<file path="src/rtl/switch_debounce_pulse_if.sv">
// switch_debounce_pulse_if: groups raw switch inputs with debounced levels and edge pulses
//   i_Switch  : raw asynchronous switch levels, 1 = pressed (driven by master)
//   o_Switch  : debounced level per channel (driven by slave)
//   o_Press   : one-cycle pulse on each debounced 0->1 transition (driven by slave)
//   o_Release : one-cycle pulse on each debounced 1->0 transition (driven by slave)
interface switch_debounce_pulse_if #(
  parameter int NUM_SW = 4
);
  logic [NUM_SW-1:0] i_Switch;
  logic [NUM_SW-1:0] o_Switch;
  logic [NUM_SW-1:0] o_Press;
  logic [NUM_SW-1:0] o_Release;
  modport master (output i_Switch, input o_Switch, o_Press, o_Release);
  modport slave (input i_Switch, output o_Switch, o_Press, o_Release);
endinterface

</file>
<file path="src/rtl/switch_debounce_pulse.sv">
// switch_debounce_pulse: per-channel synchronizer, stable-count debouncer and press/release pulse generator
//   i_Clk   : single clock, all state on its rising edge
//   i_Rst_L : asynchronous active-low reset, deassertion sampled by i_Clk
//   sw      : slave side of switch_debounce_pulse_if (i_Switch in; o_Switch, o_Press, o_Release out)
module switch_debounce_pulse #(
  parameter int NUM_SW         = 4,
  parameter int DEBOUNCE_LIMIT = 250000
) (
  input  logic                   i_Clk,
  input  logic                   i_Rst_L,
  switch_debounce_pulse_if.slave sw
);
  localparam int CW = $clog2(DEBOUNCE_LIMIT);
  localparam logic [CW-1:0] LAST = CW'(DEBOUNCE_LIMIT - 1);
  for (genvar c = 0; c < NUM_SW; c++) begin : g_ch
    logic          r_meta;
    logic          r_sync;
    logic [CW-1:0] r_cnt;
    logic          r_switch;
    logic          r_press;
    logic          r_release;
    logic          w_diff;
    logic          w_done;
    assign w_diff = r_sync ^ r_switch;
    // The limit-th consecutive mismatch accepts the new level; the counter never wraps
    assign w_done = w_diff && (r_cnt == LAST);
    always_ff @(posedge i_Clk or negedge i_Rst_L) begin
      if (!i_Rst_L) begin
        r_meta    <= 1'b0;
        r_sync    <= 1'b0;
        r_cnt     <= '0;
        r_switch  <= 1'b0;
        r_press   <= 1'b0;
        r_release <= 1'b0;
      end else begin
        r_meta    <= sw.i_Switch[c];
        r_sync    <= r_meta;
        r_cnt     <= (w_diff && !w_done) ? r_cnt + 1'b1 : '0;
        r_switch  <= w_done ? r_sync : r_switch;
        // Pulses are registered alongside the level update so they align with its first cycle
        r_press   <= w_done && r_sync;
        r_release <= w_done && !r_sync;
      end
    end
    assign sw.o_Switch[c]  = r_switch;
    assign sw.o_Press[c]   = r_press;
    assign sw.o_Release[c] = r_release;
  end
endmodule

</file>
<file path="src/flat_wrapper.sv">
// flat-port wrapper written by rule: the top's interface ports become plain ports
module switch_debounce_pulse_flat 
#(
  parameter int NUM_SW         = 4,
  parameter int DEBOUNCE_LIMIT = 250000
)
  (i_Clk, i_Rst_L, sw_i_Switch, sw_o_Switch, sw_o_Press, sw_o_Release);
  switch_debounce_pulse_if #(.NUM_SW(NUM_SW)) sw_i ();
  input  logic i_Clk;
  input  logic i_Rst_L;
  input wire logic [$bits(sw_i.i_Switch)-1:0] sw_i_Switch;
  output wire logic [$bits(sw_i.o_Switch)-1:0] sw_o_Switch;
  output wire logic [$bits(sw_i.o_Press)-1:0] sw_o_Press;
  output wire logic [$bits(sw_i.o_Release)-1:0] sw_o_Release;
  assign sw_i.i_Switch = sw_i_Switch;
  assign sw_o_Switch = sw_i.o_Switch;
  assign sw_o_Press = sw_i.o_Press;
  assign sw_o_Release = sw_i.o_Release;
  switch_debounce_pulse #(.NUM_SW(NUM_SW), .DEBOUNCE_LIMIT(DEBOUNCE_LIMIT)) u_core (.i_Clk(i_Clk), .i_Rst_L(i_Rst_L), .sw(sw_i));
endmodule
</file>
<file path="config.mk">
export PLATFORM = sky130hd
export DESIGN_NAME = switch_debounce_pulse_flat
export DESIGN_NICKNAME = d
export VERILOG_FILES = /design/src/rtl/switch_debounce_pulse_if.sv /design/src/rtl/switch_debounce_pulse.sv /design/src/flat_wrapper.sv
export SDC_FILE = /design/constraint.sdc
export NUM_CORES = 1
export LEC_CHECK = 0
export ABC_CLOCK_PERIOD_IN_PS = 2950
export CAP_MARGIN = 20
export CORE_MARGIN = 5
export CORE_UTILIZATION = 50
export CTS_CLUSTER_DIAMETER = 50
export DETAILED_ROUTE_END_ITERATION = 10
export HOLD_SLACK_MARGIN = 0.06
export PLACE_DENSITY = 0.75
export SLEW_MARGIN = 10
export SYNTH_ARGS = -nofsm -noshare
export SYNTH_HDL_FRONTEND = slang
export SYNTH_SLANG_ARGS = --single-unit
export TNS_END_PERCENT = 30
</file>
<file path="constraint.sdc">
create_clock -name i_Clk -period 2.95 [get_ports i_Clk]
set_clock_uncertainty 0.15 [all_clocks]
set_input_delay 0.7375 -clock i_Clk [delete_from_list [all_inputs] [get_ports i_Clk]]
set_output_delay 0.7375 -clock i_Clk [all_outputs]
set_load 0.01 [all_outputs]
</file>
==> results of run 1 <==
[worst reg2reg max path, stage by stage, from the launching register on]
cell	delay, ns
dfrtp_1	0.39
ha_1	0.24
nand3_1	0.20
o41ai_4	0.89
nor2_1	0.12
[worst max path at each step]
| stage | from | endpoint |
|---|---|---|
| after detailed placement | u_core.g_ch[2].r_cnt[0] | u_core.g_ch[2].r_cnt[7] |
| after CTS | u_core.g_ch[0].r_switch | sw_o_Switch[0] |
| after global routing | u_core.g_ch[1].r_switch | sw_o_Switch[1] |
| after floorplan | u_core.g_ch[2].r_cnt[0] | u_core.g_ch[2].r_switch |
| after global placement | u_core.g_ch[2].r_cnt[0] | u_core.g_ch[2].r_cnt[7] |
| final | u_core.g_ch[0].r_switch | sw_o_Switch[0] |
[synthesized netlist by cell type, types with 3 or more instances]
| library cell | count | area (um^2) |
|---|---|---|
| inv_1 | 7 | 26.3 |
| o21ai_0 | 7 | 35.0 |
| nand2_1 | 18 | 67.6 |
| mux2_2 | 3 | 33.8 |
| a21oi_1 | 12 | 60.1 |
| nor3_1 | 9 | 45.0 |
| dfrtp_1 | 92 | 2300 |
| nor2_1 | 63 | 236 |
| or4_1 | 3 | 22.5 |
| and3_1 | 11 | 68.8 |
| nand4_1 | 27 | 169 |
| or3_1 | 7 | 43.8 |
| xor2_1 | 28 | 245 |
| buf_2 | 8 | 40.0 |
| nor3b_1 | 9 | 67.6 |
| nand3_1 | 23 | 115 |
| and4_1 | 8 | 70.1 |
| nor4_1 | 9 | 56.3 |
| ha_1 | 4 | 50.1 |
| xnor2_1 | 27 | 236 |
| o31ai_1 | 4 | 30.0 |
| buf_4 | 14 | 105 |
[where the power goes]
group / switching [mW] / internal (mW)
clock network: 0.439 / 0.480
registers: 0.0181 / 1.28
logic: 0.0506 / 0.0268
total: 0.508 / 1.79
[state kept, by name, indices dropped and copies added, names as in the netlist]
register / count
u_core.g_ch.r_switch: 4
u_core.g_ch.r_release: 4
u_core.g_ch.r_sync: 4
u_core.g_ch.r_press: 4
u_core.g_ch.r_meta: 4
u_core.g_ch.r_cnt: 72
[layout make-up]
class	count	area (um^2)
fill	743	3860
sequential	92	2300
multi-input combinational	296	1900
timing repair buffer	20	203
tap	108	135
clock buffer	10	128
clock inverter	6	87.6
inverter	7	26.3
[layout by cell type, fill, tap and decap left out, types with 2 or more instances in the layout]
cell / instances
nor2_1: 63
buf_4: 3
xor2_1: 28
clkbuf_8: 9
nor3b_1: 9
clkdlybuf4s50_1: 16
o21ai_0: 7
o31ai_1: 4
mux2_2: 3
or3_1: 7
nand4_1: 27
bufinv_16: 2
or4_4: 2
ha_1: 4
nand4b_1: 2
nor4_1: 9
and4_1: 8
a31o_2: 2
nand2_1: 18
nor4b_1: 2
xnor2_1: 27
or4_1: 3
inv_1: 7
dfrtp_1: 92
nor3_1: 9
and3_1: 11
nand3_1: 23
clkinv_2: 2
a21oi_1: 12
a41o_1: 2
[routing by layer]
layer | part of all wire, % | up-vias | wire length, um
met1 | 46 | 1526 | 3630
met3 | 3.5 | 15 | 275
met5 | 0 | - | 0
met2 | 49 | 60 | 3840
met4 | 1.8 | 0 | 141
li1 | - | 1488 | -
[logic make-up after synthesis]
group / Yosys count / synth area share (%)
compound gates: 30 / 4.66
xor+xnor: 55 / 11.0
fa+ha+maj: 4 / 1.14
buf+inv: 30 / 4.00
flops: 92 / 52.6
mux: 4 / 1.03
simple gates: 203 / 25.5
==> out/metrics.cfg, run 1 <==
[finish]
instances_no_fill = 539
drive_above_1_share_pct = 7.89
fin_area_um2 = 4780
num-nets-final = 436
area_growth_pct = 9.24
utilization_pct = 55.3
antenna_cells = 0

[routing]
drt_first_iter_violations = 127
drt-total-wl_um = 7890
drcViolationCount = 0
routedWlPerCell_um = 14.6
first_pass_iters = 4
antenna_left = 0
vias = 3089
vias_per_cell = 5.73

[synth]
ys_seq_area_share_pct = 52.6
synthFlopType = dfrtp_1
synth_edf_count = 0
syn_area_per_cell_um2 = 10.5
yosysWarnings = 0
synth_area_um2 = 4380
ys_ff_latch = 92
synthArstFlopShare_pct = 100
synth_cell_types = 42
synth_cells = 418
postSynthNetCount = 428

[timing]
slew_viol_final = 0
worstMarginPinSlew_ns = 0.907
post-route-min-period_ns = 2.23
whs_ns = 0.210
slew_headroom_pct = 39.3
setup-tns-final_ns = 0
setup_viol = 0
period_share_pct = 75.6
clock.fmax_ghz = 0.448
hold_viol = 0
grt_setup_unrepaired = false
fin_ws_ns = 0.720

[placed_design]
placed_cell_area_um2 = 4560
numPortBuffers = 17
dp_hpwl_um = 5310
pre_cts_slack_ns = 0.823
dp.cells = 523
gp_congestion = 0.873

[setup_path]
r2r_end = u_core.g_ch[2].r_cnt[2]
path_class = reg -> out
reg2reg_depth = 4
cp.depth = 1
end_kind = output port
worstReg2RegStart = u_core.g_ch[2].r_cnt[0]
rrSetupSlack_ns = 0.82
worst-path-buf-inv = 1
max_stage_delay_ns = 0.56
cp.arrival_ns = 1.34
start_kind = register
crit_chain = clkdlybuf4s50_1
worst_ep_required_time_ns = 2.06
cp_slowest_cell = clkdlybuf4s50_1
critPathMaxFanout = 5
path_delay_family = buffers and inverters

[global_routing]
grt_pass1_wl_um = 14200
overflow = 0
top_usage_layer = met2
grt_usage_pct = 15.6
antenna_found_initial = 0
grt_max_degree = 51
grt_pass1_vias = 3096
grt_use_met2_pct = 25.1
use_met3_pct = 2.67
grt_util_met1_pct = 20.7

[outcome]
status = completed

[clock_network]
cts_made_buffers = 9
clk_path_buf_depth = 2
cts_setup_buffers = 0
ctsResizeCount = 0
hold_buffers = 0
path_clk_slew_ns = 0.09
cts_tree = yes
insertion_delay_ns = 0.35
cts_num_sinks = 92
cts_max_level = 3
cts-root-buf = clkbuf_8

[floorplanning]
core_um2 = 8640
fp.dieW_um = 104
row_count = 34
die_y_um = 104
io_pins = 18
initial_core_util_pct = 50.7
die_area_um2 = 10700

[hold_path]
hold_class = in -> async

[job]
maxCapViolations = 0

[power_and_ir_drop]
power_density_nw_per_um2 = 480
cellLeakagePower_nw = 1.98
p_total_mw = 2.29
vdd_ir_drop_max_v = 0.000284

No activity file was read; power rests on OpenSTA's default activity.
==> run 2, diff against run 1 <==
- ABC_CLOCK_PERIOD_IN_PS: 2950 -> 1800
- PLACE_DENSITY: 0.75 -> 0.77
- clock period: 2.95 -> 1.8 ns (I/O delays scaled with it)
==> run 2 against run 1 <==
Largest cell class unchanged; core utilization rose by 5.9 points; the run now ends with setup timing left; setup slack got worse by 0.80 ns; die area did not move; non-clock buffer count rose by 48.
==> out/metrics.cfg, run 2 (synthesized netlist as in run 1, its figures left out) <==
[outcome]
status = complete, but fails checks
violations = setup timing

[routing]
vias_per_cell = 5.58  ; -2.7%
drt-total-wl_um = 8940  ; +13%
first_pass_iters = 5  ; +1
antenna_left = 0  ; unchanged
vias = 3269  ; +5.8%
routedWlPerCell_um = 15.3  ; +4.2%
drcViolationCount = 0  ; unchanged
drt_first_iter_violations = 139  ; +9.4%

[timing]
grt_setup_unrepaired = true
slew_viol_final = 0  ; unchanged
post-route-min-period_ns = 1.88
setup_viol = 4  ; +4
slew_headroom_pct = 74.3  ; +35 points
fin_ws_ns = -0.0812  ; -0.801 ns
worstMarginPinSlew_ns = 0.382  ; -0.525 ns
hold_viol = 0  ; unchanged
period_share_pct = 105
clock.fmax_ghz = 0.532

[power_and_ir_drop]
p_total_mw = 3.94  ; +72%
clockPowerShare_pct = 42.1  ; +2.0 points
vdd_ir_drop_max_v = 0.000419  ; +48%
power_density_nw_per_um2 = 745  ; +55%
p_comb_share_pct = 3.9  ; +0.5 points
cellLeakagePower_nw = 2.31  ; +17%
p_seq_share_pct = 54.0  ; -2.6 points
intPower_mw = 3.11  ; +74%
p_switching_mw = 0.824  ; +62%
swShare_pct = 20.9  ; -1.2 points

[clock_network]
cts_num_sinks = 92  ; unchanged
cts_tree = yes
cts_max_level = 3  ; unchanged
path_clk_slew_ns = 0.09  ; about the same
cts_made_buffers = 9  ; unchanged
clk_path_buf_depth = 2  ; unchanged
insertion_delay_ns = 0.36  ; about the same
cts-root-buf = clkbuf_8

[global_routing]
grt_max_degree = 41  ; -20%
overflow = 0  ; unchanged
grt_usage_pct = 17.2  ; +1.6 points
grt_pass1_vias = 3315  ; +7.1%
antenna_found_initial = 0  ; unchanged
grt_pass1_wl_um = 15400  ; +9.1%

[hold_path]
whs_endpoint = u_core.g_ch[2].r_sync
hold_class = reg -> reg
min_from = u_core.g_ch[2].r_meta
hold-path-cell-count = 0

[finish]
instances_no_fill = 586  ; +8.7%
mostFrequentLayoutCells = 88 x dfrtp_1, 63 x nor2_1, 47 x buf_4, 28 x xor2_1
largest_register_ff_count = 72  ; unchanged
num-nets-final = 484  ; +11%
drive_above_1_share_pct = 21.8  ; +14 points
antenna_cells = 0  ; unchanged
area_growth_pct = 20.8
regMostFlops = u_core.g_ch.r_cnt
final_common_cell = dfrtp_1

[setup_path]
reg2reg_depth = 4  ; unchanged
path_class = reg -> reg
critPathMaxFanout = 3  ; -2
start_kind = register
worst_ep_required_time_ns = 1.89  ; -0.17 ns
end_kind = register
startpoint = u_core.g_ch[2].r_cnt[6]
cp.arrival_ns = 1.97  ; +0.63 ns
rrSetupSlack_ns = -0.08  ; -0.90 ns
r2r_end = u_core.g_ch[2].r_switch
worstReg2RegStart = u_core.g_ch[2].r_cnt[6]

[floorplanning]
io_pins = 18  ; unchanged
fp.dieW_um = 104  ; unchanged
die_y_um = 104  ; unchanged
initial_core_util_pct = 50.7  ; unchanged
row_count = 34  ; unchanged
die_area_um2 = 10700  ; unchanged
core_um2 = 8640  ; unchanged

[job]
maxCapViolations = 0  ; unchanged

[placed_design]
dp_hpwl_um = 6060  ; +14%
numPortBuffers = 17  ; unchanged
dp.cells = 566  ; +8.2%
gp_congestion = 0.822  ; -5.9%

[run 2: cell count changes in the layout (fill, tap and decap cells not counted), sizes merged]
cell           change
clkdlybuf4s50     -12
bufinv             +1
inv                -1
dlygate4sd3        +1
dlygate4sd2       +12
clkbuf             +1
clkinvlp           +1
buf               +47
clkinv             -3
[run 2: what timing repair did]
action                                 in CTS  in global routing
setup buffers                               2                  2
endpoints found under the hold margin      24                  0
pin swaps                                   0                  9
setup endpoints to repair                  16                 37
gates resized for setup                    14                 26
hold buffers                                1                  0
[run 2: worst max-delay path by stage]
stage / end / slack (ns) / cells past startpoint
after global routing: u_core.g_ch[2].r_switch / -0.15 / 4
after CTS: u_core.g_ch[2].r_switch / -0.08 / 4
after global placement: u_core.g_ch[2].r_switch / -0.03 / 4
after detailed placement: u_core.g_ch[2].r_switch / -0.09 / 4
final: u_core.g_ch[2].r_switch / -0.08 / 4
after floorplan: u_core.g_ch[2].r_switch / -0.04 / 5
[run 2: metrics by stage]
stage / TNS, ns / utilization [%] / setup WS, ns / instance area [um^2] / hold WS [ns]
CTS: -0.194 / 59.8 / -0.0765 / 5160 / 0.210
detailed placement: -0.217 / 56.8 / -0.0884 / 4910 / 0.190
global route: -2.25 / 61.2 / -0.155 / 5290 / 0.223
floorplan: -0.0360 / - / -0.0360 / 4380 / 0.00441
finish: -0.200 / 61.2 / -0.0812 / 5290 / 0.209
global placement: -0.0338 / 56.8 / -0.0338 / 4910 / 0.184
[run 2: final cells by class]
cell class              count  area, um^2
fillers                   702        3350
repair buffers             68         571
clock inverters             4        97.6
well taps                 108         135
multi-input cells         296        2010
flip-flops and latches     92        2310
clock buffers              11         141
inverters                   7        26.3
[run 2: worst max-delay path, stage by stage (launching register included)]
cell and delay, ns:
dfrtp_1 0.40, nor4_2 0.31, nand2_1 0.14, or4_4 0.45, mux2_4 0.31
[run 2: routing by layer]
metal  vias to the layer above  track usage [%]  wire, um  share of wire, %
li1                       1579                -         -                 -
met1                      1615             22.8      3930                44
met4                         0             6.75       173               1.9
met2                        62             28.1      4520                51
met3                        13             2.99       312               3.5
met5                         -                0         0                 0
[run 2: power by group through the flow]
stage | sequential (mW) | combinational [mW] | clock (mW)
2_1_floorplan | 2.16 | 0.0632 | 0
4_1_cts | 2.13 | 0.156 | 1.69
6_report | 2.13 | 0.154 | 1.66
3_5_place_dp | 2.17 | 0.154 | 0
3_3_place_gp | 2.16 | 0.148 | 0
5_1_grt | 2.13 | 0.177 | 1.78
